File: config.mk
export PLATFORM = sky130hd
export DESIGN_NAME = multicycle_ctrl_flat
export DESIGN_NICKNAME = d
export VERILOG_FILES = /design/src/rtl/multicycle_ctrl_if.sv /design/src/rtl/multicycle_ctrl.sv /design/src/flat_wrapper.sv
export SDC_FILE = /design/constraint.sdc
export NUM_CORES = 1
export LEC_CHECK = 0
export CAP_MARGIN = 5
export CORE_UTILIZATION = 35
export DETAILED_ROUTE_END_ITERATION = 6
export SLEW_MARGIN = 30
export SYNTH_ARGS = -nofsm -noshare
export SYNTH_HDL_FRONTEND = slang
export SYNTH_SLANG_ARGS = --single-unit
export TNS_END_PERCENT = 1
File: constraint.sdc
create_clock -name clk -period 3.5 [get_ports clk]
set_input_delay 0.7 -clock clk [delete_from_list [all_inputs] [get_ports clk]]
set_output_delay 0.7 -clock clk [all_outputs]
set_load 0.01 [all_outputs]
File: src/rtl/multicycle_ctrl_if.sv
// rtl/multicycle_ctrl_if.sv - control bundle between multicycle_ctrl and the MIPS datapath
// master = controller side, slave = datapath side.
interface multicycle_ctrl_if #(
  parameter int RET_CNT_W = 32
);
  logic [5:0]           opcode;
  logic                 zero;
  logic                 mem_ready;
  logic                 pc_write;
  logic                 pc_write_cond;
  logic                 ir_write;
  logic                 i_or_d;
  logic                 mem_read;
  logic                 mem_write;
  logic                 reg_write;
  logic                 reg_dst;
  logic                 mem_to_reg;
  logic                 alu_src_a;
  logic [1:0]           alu_src_b;
  logic [1:0]           alu_op;
  logic [1:0]           pc_src;
  logic                 ext_op;
  logic                 illegal;
  logic                 mem_timeout;
  logic [RET_CNT_W-1:0] retired;

  modport master (
    input  opcode, zero, mem_ready,
    output pc_write, pc_write_cond, ir_write, i_or_d, mem_read, mem_write,
           reg_write, reg_dst, mem_to_reg, alu_src_a, alu_src_b, alu_op,
           pc_src, ext_op, illegal, mem_timeout, retired
  );

  modport slave (
    output opcode, zero, mem_ready,
    input  pc_write, pc_write_cond, ir_write, i_or_d, mem_read, mem_write,
           reg_write, reg_dst, mem_to_reg, alu_src_a, alu_src_b, alu_op,
           pc_src, ext_op, illegal, mem_timeout, retired
  );
endinterface

File: src/rtl/multicycle_ctrl.sv
// rtl/multicycle_ctrl.sv - multicycle MIPS control FSM with memory stall, timeout and retire count
// Optional bne decode is enabled by defining MULTICYCLE_CTRL_BNE_EN.
module multicycle_ctrl #(
  parameter int MEM_WAIT_MAX = 15,
  parameter int RET_CNT_W    = 32
) (
  input  logic              clk,
  input  logic              rst,
  multicycle_ctrl_if.master bus
);
  localparam int CW = $clog2(MEM_WAIT_MAX + 1);

  localparam logic [5:0] OP_R    = 6'b000000;
  localparam logic [5:0] OP_J    = 6'b000010;
  localparam logic [5:0] OP_BEQ  = 6'b000100;
  localparam logic [5:0] OP_ADDI = 6'b001000;
  localparam logic [5:0] OP_ORI  = 6'b001101;
  localparam logic [5:0] OP_LW   = 6'b100011;
  localparam logic [5:0] OP_SW   = 6'b101011;
`ifdef MULTICYCLE_CTRL_BNE_EN
  localparam logic [5:0] OP_BNE  = 6'b000101;
`endif

  typedef enum logic [3:0] {
    FETCH, DECODE, MEM_ADDR, MEM_RD, MEM_WB, MEM_WR,
    R_EXEC, R_WB, I_EXEC, I_WB, BRANCH, JUMP
  } state_t;

  typedef struct packed {
    logic       pc_write;
    logic       i_or_d;
    logic       mem_read;
    logic       mem_write;
    logic       reg_write;
    logic       reg_dst;
    logic       mem_to_reg;
    logic       alu_src_a;
    logic [1:0] alu_src_b;
    logic [1:0] alu_op;
    logic [1:0] pc_src;
    logic       ext_op;
  } ctl_t;

  state_t               st, nxt;
  ctl_t                 ctl;
  logic [5:0]           op_q;
  logic [CW-1:0]        wait_cnt;
  logic [RET_CNT_W-1:0] ret_q;
  logic                 at_limit, timeout, retire, bad_op, bne_q, run;

  // Per-state select values; registered one cycle ahead from the next state.
  function automatic ctl_t state_ctl(state_t s, logic [5:0] op);
    ctl_t c;
    c = '0;
    case (s)
      FETCH:    begin c.mem_read = 1'b1; c.alu_src_b = 2'd1; end
      DECODE:   begin c.alu_src_b = 2'd3; c.ext_op = 1'b1; end
      MEM_ADDR: begin c.alu_src_a = 1'b1; c.alu_src_b = 2'd2; c.ext_op = 1'b1; end
      MEM_RD:   begin c.mem_read = 1'b1; c.i_or_d = 1'b1; end
      MEM_WB:   begin c.reg_write = 1'b1; c.mem_to_reg = 1'b1; end
      MEM_WR:   begin c.mem_write = 1'b1; c.i_or_d = 1'b1; end
      R_EXEC:   begin c.alu_src_a = 1'b1; c.alu_op = 2'd2; end
      R_WB:     begin c.reg_write = 1'b1; c.reg_dst = 1'b1; end
      I_EXEC: begin
        c.alu_src_a = 1'b1;
        c.alu_src_b = 2'd2;
        c.ext_op    = (op != OP_ORI);
        c.alu_op    = (op == OP_ORI) ? 2'd3 : 2'd0;
      end
      I_WB:     c.reg_write = 1'b1;
      BRANCH:   begin c.alu_src_a = 1'b1; c.alu_op = 2'd1; c.pc_src = 2'd1; end
      JUMP:     begin c.pc_write = 1'b1; c.pc_src = 2'd2; end
      default:  c = '0;
    endcase
    return c;
  endfunction

  assign at_limit = (wait_cnt == CW'(MEM_WAIT_MAX));

`ifdef MULTICYCLE_CTRL_BNE_EN
  assign bne_q = (op_q == OP_BNE);
`else
  assign bne_q = 1'b0;
`endif

  always_comb begin
    nxt     = st;
    timeout = 1'b0;
    retire  = 1'b0;
    bad_op  = 1'b0;
    case (st)
      FETCH: begin
        if (bus.mem_ready) nxt = DECODE;
        else if (at_limit) timeout = 1'b1;
      end
      DECODE: begin
        case (bus.opcode)
          OP_LW, OP_SW:    nxt = MEM_ADDR;
          OP_R:            nxt = R_EXEC;
          OP_ADDI, OP_ORI: nxt = I_EXEC;
          OP_BEQ:          nxt = BRANCH;
`ifdef MULTICYCLE_CTRL_BNE_EN
          OP_BNE:          nxt = BRANCH;
`endif
          OP_J:            nxt = JUMP;
          default: begin
            nxt    = FETCH;
            bad_op = 1'b1;
          end
        endcase
      end
      MEM_ADDR: nxt = (op_q == OP_LW) ? MEM_RD : MEM_WR;
      MEM_RD: begin
        if (bus.mem_ready) nxt = MEM_WB;
        else if (at_limit) begin nxt = FETCH; timeout = 1'b1; end
      end
      MEM_WB: begin nxt = FETCH; retire = 1'b1; end
      MEM_WR: begin
        if (bus.mem_ready) begin nxt = FETCH; retire = 1'b1; end
        else if (at_limit) begin nxt = FETCH; timeout = 1'b1; end
      end
      R_EXEC: nxt = R_WB;
      R_WB:   begin nxt = FETCH; retire = 1'b1; end
      I_EXEC: nxt = I_WB;
      I_WB:   begin nxt = FETCH; retire = 1'b1; end
      BRANCH: begin nxt = FETCH; retire = 1'b1; end
      JUMP:   begin nxt = FETCH; retire = 1'b1; end
      default: nxt = FETCH;
    endcase
  end

  always_ff @(posedge clk) begin
    if (rst) begin
      st       <= FETCH;
      ctl      <= state_ctl(FETCH, 6'd0);
      op_q     <= '0;
      wait_cnt <= '0;
      ret_q    <= '0;
    end else begin
      st  <= nxt;
      ctl <= state_ctl(nxt, (st == DECODE) ? bus.opcode : op_q);
      if (st == DECODE) op_q <= bus.opcode;
      // A timeout in FETCH re-enters FETCH, so it also restarts the wait count.
      if (nxt != st || timeout) wait_cnt <= '0;
      else if (!bus.mem_ready) wait_cnt <= wait_cnt + CW'(1);
      if (retire) ret_q <= ret_q + RET_CNT_W'(1);
    end
  end

  assign run = ~rst;

  assign bus.pc_write      = run & (ctl.pc_write | ((st == FETCH) & bus.mem_ready));
  assign bus.ir_write      = run & (st == FETCH) & bus.mem_ready;
  assign bus.pc_write_cond = run & (st == BRANCH) & (bus.zero ^ bne_q);
  assign bus.i_or_d        = run & ctl.i_or_d;
  assign bus.mem_read      = run & ctl.mem_read;
  assign bus.mem_write     = run & ctl.mem_write;
  assign bus.reg_write     = run & ctl.reg_write;
  assign bus.reg_dst       = run & ctl.reg_dst;
  assign bus.mem_to_reg    = run & ctl.mem_to_reg;
  assign bus.alu_src_a     = run & ctl.alu_src_a;
  assign bus.alu_src_b     = run ? ctl.alu_src_b : 2'd0;
  assign bus.alu_op        = run ? ctl.alu_op : 2'd0;
  assign bus.pc_src        = run ? ctl.pc_src : 2'd0;
  assign bus.ext_op        = run & ctl.ext_op;
  assign bus.illegal       = run & bad_op;
  assign bus.mem_timeout   = run & timeout;
  assign bus.retired       = run ? ret_q : '0;
endmodule

File: src/flat_wrapper.sv
// flat-port wrapper written by rule: the top's interface ports become plain ports
module multicycle_ctrl_flat 
#(
  parameter int MEM_WAIT_MAX = 15,
  parameter int RET_CNT_W    = 32
)
  (clk, rst, bus_opcode, bus_zero, bus_mem_ready, bus_pc_write, bus_pc_write_cond, bus_ir_write, bus_i_or_d, bus_mem_read, bus_mem_write, bus_reg_write, bus_reg_dst, bus_mem_to_reg, bus_alu_src_a, bus_alu_src_b, bus_alu_op, bus_pc_src, bus_ext_op, bus_illegal, bus_mem_timeout, bus_retired);
  multicycle_ctrl_if #(.RET_CNT_W(RET_CNT_W)) bus_i ();
  input  logic clk;
  input  logic rst;
  input wire logic [$bits(bus_i.opcode)-1:0] bus_opcode;
  input wire logic [$bits(bus_i.zero)-1:0] bus_zero;
  input wire logic [$bits(bus_i.mem_ready)-1:0] bus_mem_ready;
  output wire logic [$bits(bus_i.pc_write)-1:0] bus_pc_write;
  output wire logic [$bits(bus_i.pc_write_cond)-1:0] bus_pc_write_cond;
  output wire logic [$bits(bus_i.ir_write)-1:0] bus_ir_write;
  output wire logic [$bits(bus_i.i_or_d)-1:0] bus_i_or_d;
  output wire logic [$bits(bus_i.mem_read)-1:0] bus_mem_read;
  output wire logic [$bits(bus_i.mem_write)-1:0] bus_mem_write;
  output wire logic [$bits(bus_i.reg_write)-1:0] bus_reg_write;
  output wire logic [$bits(bus_i.reg_dst)-1:0] bus_reg_dst;
  output wire logic [$bits(bus_i.mem_to_reg)-1:0] bus_mem_to_reg;
  output wire logic [$bits(bus_i.alu_src_a)-1:0] bus_alu_src_a;
  output wire logic [$bits(bus_i.alu_src_b)-1:0] bus_alu_src_b;
  output wire logic [$bits(bus_i.alu_op)-1:0] bus_alu_op;
  output wire logic [$bits(bus_i.pc_src)-1:0] bus_pc_src;
  output wire logic [$bits(bus_i.ext_op)-1:0] bus_ext_op;
  output wire logic [$bits(bus_i.illegal)-1:0] bus_illegal;
  output wire logic [$bits(bus_i.mem_timeout)-1:0] bus_mem_timeout;
  output wire logic [$bits(bus_i.retired)-1:0] bus_retired;
  assign bus_i.opcode = bus_opcode;
  assign bus_i.zero = bus_zero;
  assign bus_i.mem_ready = bus_mem_ready;
  assign bus_pc_write = bus_i.pc_write;
  assign bus_pc_write_cond = bus_i.pc_write_cond;
  assign bus_ir_write = bus_i.ir_write;
  assign bus_i_or_d = bus_i.i_or_d;
  assign bus_mem_read = bus_i.mem_read;
  assign bus_mem_write = bus_i.mem_write;
  assign bus_reg_write = bus_i.reg_write;
  assign bus_reg_dst = bus_i.reg_dst;
  assign bus_mem_to_reg = bus_i.mem_to_reg;
  assign bus_alu_src_a = bus_i.alu_src_a;
  assign bus_alu_src_b = bus_i.alu_src_b;
  assign bus_alu_op = bus_i.alu_op;
  assign bus_pc_src = bus_i.pc_src;
  assign bus_ext_op = bus_i.ext_op;
  assign bus_illegal = bus_i.illegal;
  assign bus_mem_timeout = bus_i.mem_timeout;
  assign bus_retired = bus_i.retired;
  multicycle_ctrl #(.MEM_WAIT_MAX(MEM_WAIT_MAX), .RET_CNT_W(RET_CNT_W)) u_core (.clk(clk), .rst(rst), .bus(bus_i));
endmodule
Word-level counts from Yosys, hierarchy flattened
Index checks and enable logic that the tools add are counted.
{"block": "totals", "regBits": 61, "mem_bits_rw": 0, "latchBits": 0, "elab_cells": 117, "in_bits": 10, "n_memories": 0, "out_inout_bits": 51, "rom_bits": 0}
{"block": "classes", "div": 0, "bitwise": 18, "n_addsub": 2, "n_mul": 0, "shift": 0, "magnitude_cmp": 0, "n_eq_ne": 33, "n_reduce_logical": 16, "mux": 32}
{"op": "$eq 4x4->1 const B", "n": 9}
{"op": "$add 32x1->32 const B", "n": 1}
{"op": "$eq 4x3->1 const B", "n": 8}
{"op": "$mux 32", "n": 1}
{"op": "$pmux 4 s7", "n": 1}
{"op": "$pmux 4 s5", "n": 1}
{"op": "$eq 6x4->1 const B", "n": 3}
{"op": "$eq 6x6->1 const B", "n": 3}
{"op": "$and 1x1->1", "n": 16}
{"op": "$eq 4x2->1 const B", "n": 4}
{"op": "$mux 4", "n": 4}
{"op": "$mux 1", "n": 14}
{"op": "$reduce_or 2->1", "n": 7}
{"op": "$pmux 2 s3", "n": 2}
{"op": "$eq 4x1->1 const B", "n": 2}
{"op": "$logic_not 4->1", "n": 2}
{"op": "$mux 2", "n": 4}
{"op": "$reduce_or 7->1", "n": 1}
{"op": "$eq 6x2->1 const B", "n": 1}
{"op": "$eq 6x3->1 const B", "n": 1}
{"op": "$logic_not 6->1", "n": 1}
{"op": "$mux 6", "n": 1}
{"op": "$ne 6x4->1 const B", "n": 1}
{"op": "$reduce_or 3->1", "n": 2}
{"op": "other kinds (10)", "n": 11}

Logic depth before layout (Yosys ltp)
{"block": "depth", "ltp_word": 7, "ltp_mapped": 9, "ltp_nobuf": 7}

Least setup slack after synthesis
No wires, ideal clock.
{"block": "synth_path", "path_type": "input -> output", "start": "in bus_opcode[2]", "end": "out bus_illegal", "path_slack_ps": 916, "cell_stages": 4, "arrival_time_ps": 1884, "path_buffers": 1, "required_ps": 2800, "path_cell_list": "clkbuf_1 -> a2111o_1 -> a21oi_1 -> a2111oi_0"}
{"block": "synth_via", "elab_chain_len": 5, "word_cells_on_any_way": 11, "cone_classes": "eq/ne: 6; mux: 2; bitwise: 1; reduce/logical: 2"}
{"element": "from (decl)", "line": "flat_wrapper.sv:11", "text": "input wire logic [$bits(bus_i.opcode)-1:0] bus_opcode;"}
{"element": "$eq 6x6->1 (tied with other cells)", "line": "multicycle_ctrl.sv:97", "text": "case (bus.opcode)"}
{"element": "$reduce_or 7->1 (no source line) (*)"}
{"element": "$mux 1 (*)", "line": "multicycle_ctrl.sv:97"}
{"element": "$mux 1 (*)", "line": "multicycle_ctrl.sv:91", "text": "case (st)"}
{"element": "$and 1x1->1 (*)", "line": "multicycle_ctrl.sv:166", "text": "assign bus.illegal = run & bad_op;"}
{"element": "to (decl)", "line": "flat_wrapper.sv:28", "text": "output wire logic [$bits(bus_i.illegal)-1:0] bus_illegal;"}
Every way passes the cells marked *; elsewhere a longest branch is shown, timed or not.

Worst setup path after layout
{"block": "layout_path", "start": "in bus_opcode[1]", "end": "out bus_illegal"}
Same word-level chain as after synthesis.

==> out/qor.csv <==
metric,value,unit
status,finished with violations,
failing checks,DRC,
YS warnings,0,
Hold Path Stages,2,
CTS tree,yes,
number of synthesized register bits,61,
layout cell share with drive strength beyond 1,6.61,%
Root Buffer,clkbuf_8,
Setup-failing EPs final,0,
"Max FO, Critical Path",9,
Post-synth EDFFs,0,
CTS Hold Bufs,0,
Synth cell types,57,
worst skew pair latency,330,ps
Worst-Margin Slew,762,ps
first-pass GRT wire length,12600,um
drt pass-1 iters,6,
initial antenna violation count,0,
# clock sinks,61,
fillers,901,
CTS H-tree depth,3,
Final Wtd Congestion,0.814,
Mean Syn Cell Area,8.16,um2
nature of the critical path endpoint,output pin,
PwrDens,329,nW/um2
Synth async-reset ratio,0,%
RSZ-0062 raised after global routing,no,
gr usage total,16.1,%
Synth Area in Compound Gates,11.2,%
minimum clock period after layout,3340,ps
total chip power,1.34,mW
Critical Path Start Type,input pin,
crit share post-route,95.3,%
post-place setup slack,147,ps
"Primary FF master, synth",dfxtp_1,
cts bufs inserted,9,
maximum vdd drop,0.202,mV
hold crit path type,flip-flop to flip-flop,
Final Hold Violating Endpoints,0,
Synth top area share,37.8,%
dpl hpwl,5250,um
syn_nets,408,
Leak,1.43,nW
nets@finish,461,
die area,9620,um2
vias post-DR,2875,
worst path required time,2800,ps
routed vias/inst,5.12,
post-cts repair resize count,0,
xor/xnor share of the synthesized area,9.21,%
port bufs,60,
ant diodes,0,
WL/cell,13.5,um
# DRC,4,
leading area contributor after synthesis,dfxtp_1,
initial drt markers,109,
largest net degree at the start of global routing,78,
Simple-Gate Fraction of Synth Area,36.2,%
Initial Util,36.5,%
register area share after synthesis,37.8,%
Register-to-Register Path Depth,5,
synthesized area,3230,um2
Worst-path clk slew,70,ps
die extent in y,98.1,um
global route total overflow,0,
postcts setup bufs,0,
"Area growth, synth to finish",26.2,%
boundary pin count,61,
Mapped Cells,396,
Clock Tree Buf Depth,2,
"Worst Setup Slack, final",164,ps
post-route ant nets,0,
largest cells by area after synthesis,"dfxtp_1, nor2b_1, nor2_1, xor2_1, xnor2_1",
Setup CP Type,input pin to output pin,
Post-Synth Adder-Cell Area,0.774,%
CP arrival,2640,ps
vias in the first global route,2639,
setup TNS,0,ps
Post-Route WL,7590,um
"Slew Viols, Final",0,
Relative slew margins,49.2,%
Achievable Freq,300,MHz
Max-cap violations,0,
Die W,98.1,um
skew final,10.2,ps
post-synthesis mux area share,0.929,%
# rows,34,
core area,8850,um2
largest family of logic cells by synthesized area,simple AND/OR/NAND/NOR gates,
==> area by class of cell <==
type / count / area [um2] / share of cell area, %
Multi-Input combinational cell: 304 / 1890 / 46.2
Sequential cell: 61 / 1220 / 29.9
Timing Repair Buffer: 68 / 658 / 16.1
Tap cell: 108 / 135 / 3.31
Clock buffer: 11 / 131 / 3.22
Clock inverter: 5 / 27.5 / 0.675
Inverter: 5 / 18.8 / 0.460
==> worst paths after layout <==
| check | startpoint | to | slack (ps) |
|---|---|---|---|
| setup / recovery | bus_opcode[1] | bus_illegal | 160 |
| hold / removal | u_core.op_q[0] | u_core.op_q[0] | 460 |
| setup reg to reg | u_core.st[3] | u_core.wait_cnt[3] | 1000 |
| hold reg to reg | u_core.op_q[0] | u_core.op_q[0] | 460 |
==> cell usage in the layout (no fill, tap or decap), types with 3 or more instances in the layout <==
cell / instances
inv_1: 5
xor2_1: 18
mux2i_1: 3
nand4_1: 10
nand3_1: 7
clkdlybuf4s50_1: 59
or3_1: 5
nand2b_1: 4
a21oi_1: 16
clkinv_2: 4
dfxtp_1: 61
nor4_1: 4
o21ai_0: 5
xnor2_1: 16
nor3b_1: 4
nor2b_1: 50
nor4b_1: 4
nor2_1: 53
a31oi_1: 7
and2_1: 3
o211ai_1: 3
buf_4: 9
nand4b_1: 7
clkbuf_8: 9
and3_1: 8
nor3_1: 12
nand2_1: 31
==> state kept, by name, indices dropped and copies added (netlist names) <==
name,flops
u_core.ctl,15
u_core.op_q,6
u_core.ret_q,32
u_core.wait_cnt,4
u_core.st,4
==> kinds of logic after synthesis <==
group	Yosys count
buffers and inverters	31
AO/OA/AOI/OAI	52
adder cells (fa/ha/maj)	2
flip-flops	61
XOR/XNOR	34
AND/OR/NAND/NOR	213
multiplexers	3
==> power breakdown <==
part | total, mW | leakage, nW | switching [mW] | internal, mW
sequential | 0.709 | 0.493 | 0.00566 | 0.703
clock | 0.524 | 0.0829 | 0.271 | 0.252
combinational | 0.110 | 0.850 | 0.0651 | 0.0452
total | 1.34 | 1.43 | 0.342 | 1.00
==> Yosys cell counts (2+ instances only) <==
library cell and count:
nand3_1 7, nor4b_1 4, xor2_1 18, ha_1 2, and3b_1 2, nor3_1 12, mux2i_1 3, dfxtp_1 61
a31oi_1 7, nand4_1 10, clkbuf_1 23, nor2b_1 50, xnor2_1 16, or4_1 2, nand2_1 31, or3_1 5
nand4b_1 7, and3_1 8, nor2_1 53, o21a_1 2, o21ai_0 5, a21oi_1 16, nor4_1 4, nor3b_1 4
nand2b_1 4, o211ai_1 3, inv_1 5, and2_1 3
==> through the flow <==
stage	instance area (um2)	hold slack (ps)	cells	utilization, %
CTS	4080	459	562	46.1
finish	4080	461	562	46.1
global placement	3920	442	546	44.3
global route	4080	493	562	46.1
floorplan	3230	431	396	-
detailed placement	3920	450	546	44.3
==> layer usage <==
layer  global-route usage (%)  share of wire, %
met4                     4.31              0.76
met3                     4.51               4.0
met2                     23.7                44
met1                     22.8                51
met5                        0                 0
==> critical path, stage by stage <==
cell and delay [ps]:
clkdlybuf4s50_1 630, nor2b_1 120, and2_1 190, a2111oi_0 390, clkdlybuf4s50_1 610
No activity file was read; power rests on OpenSTA's default activity.
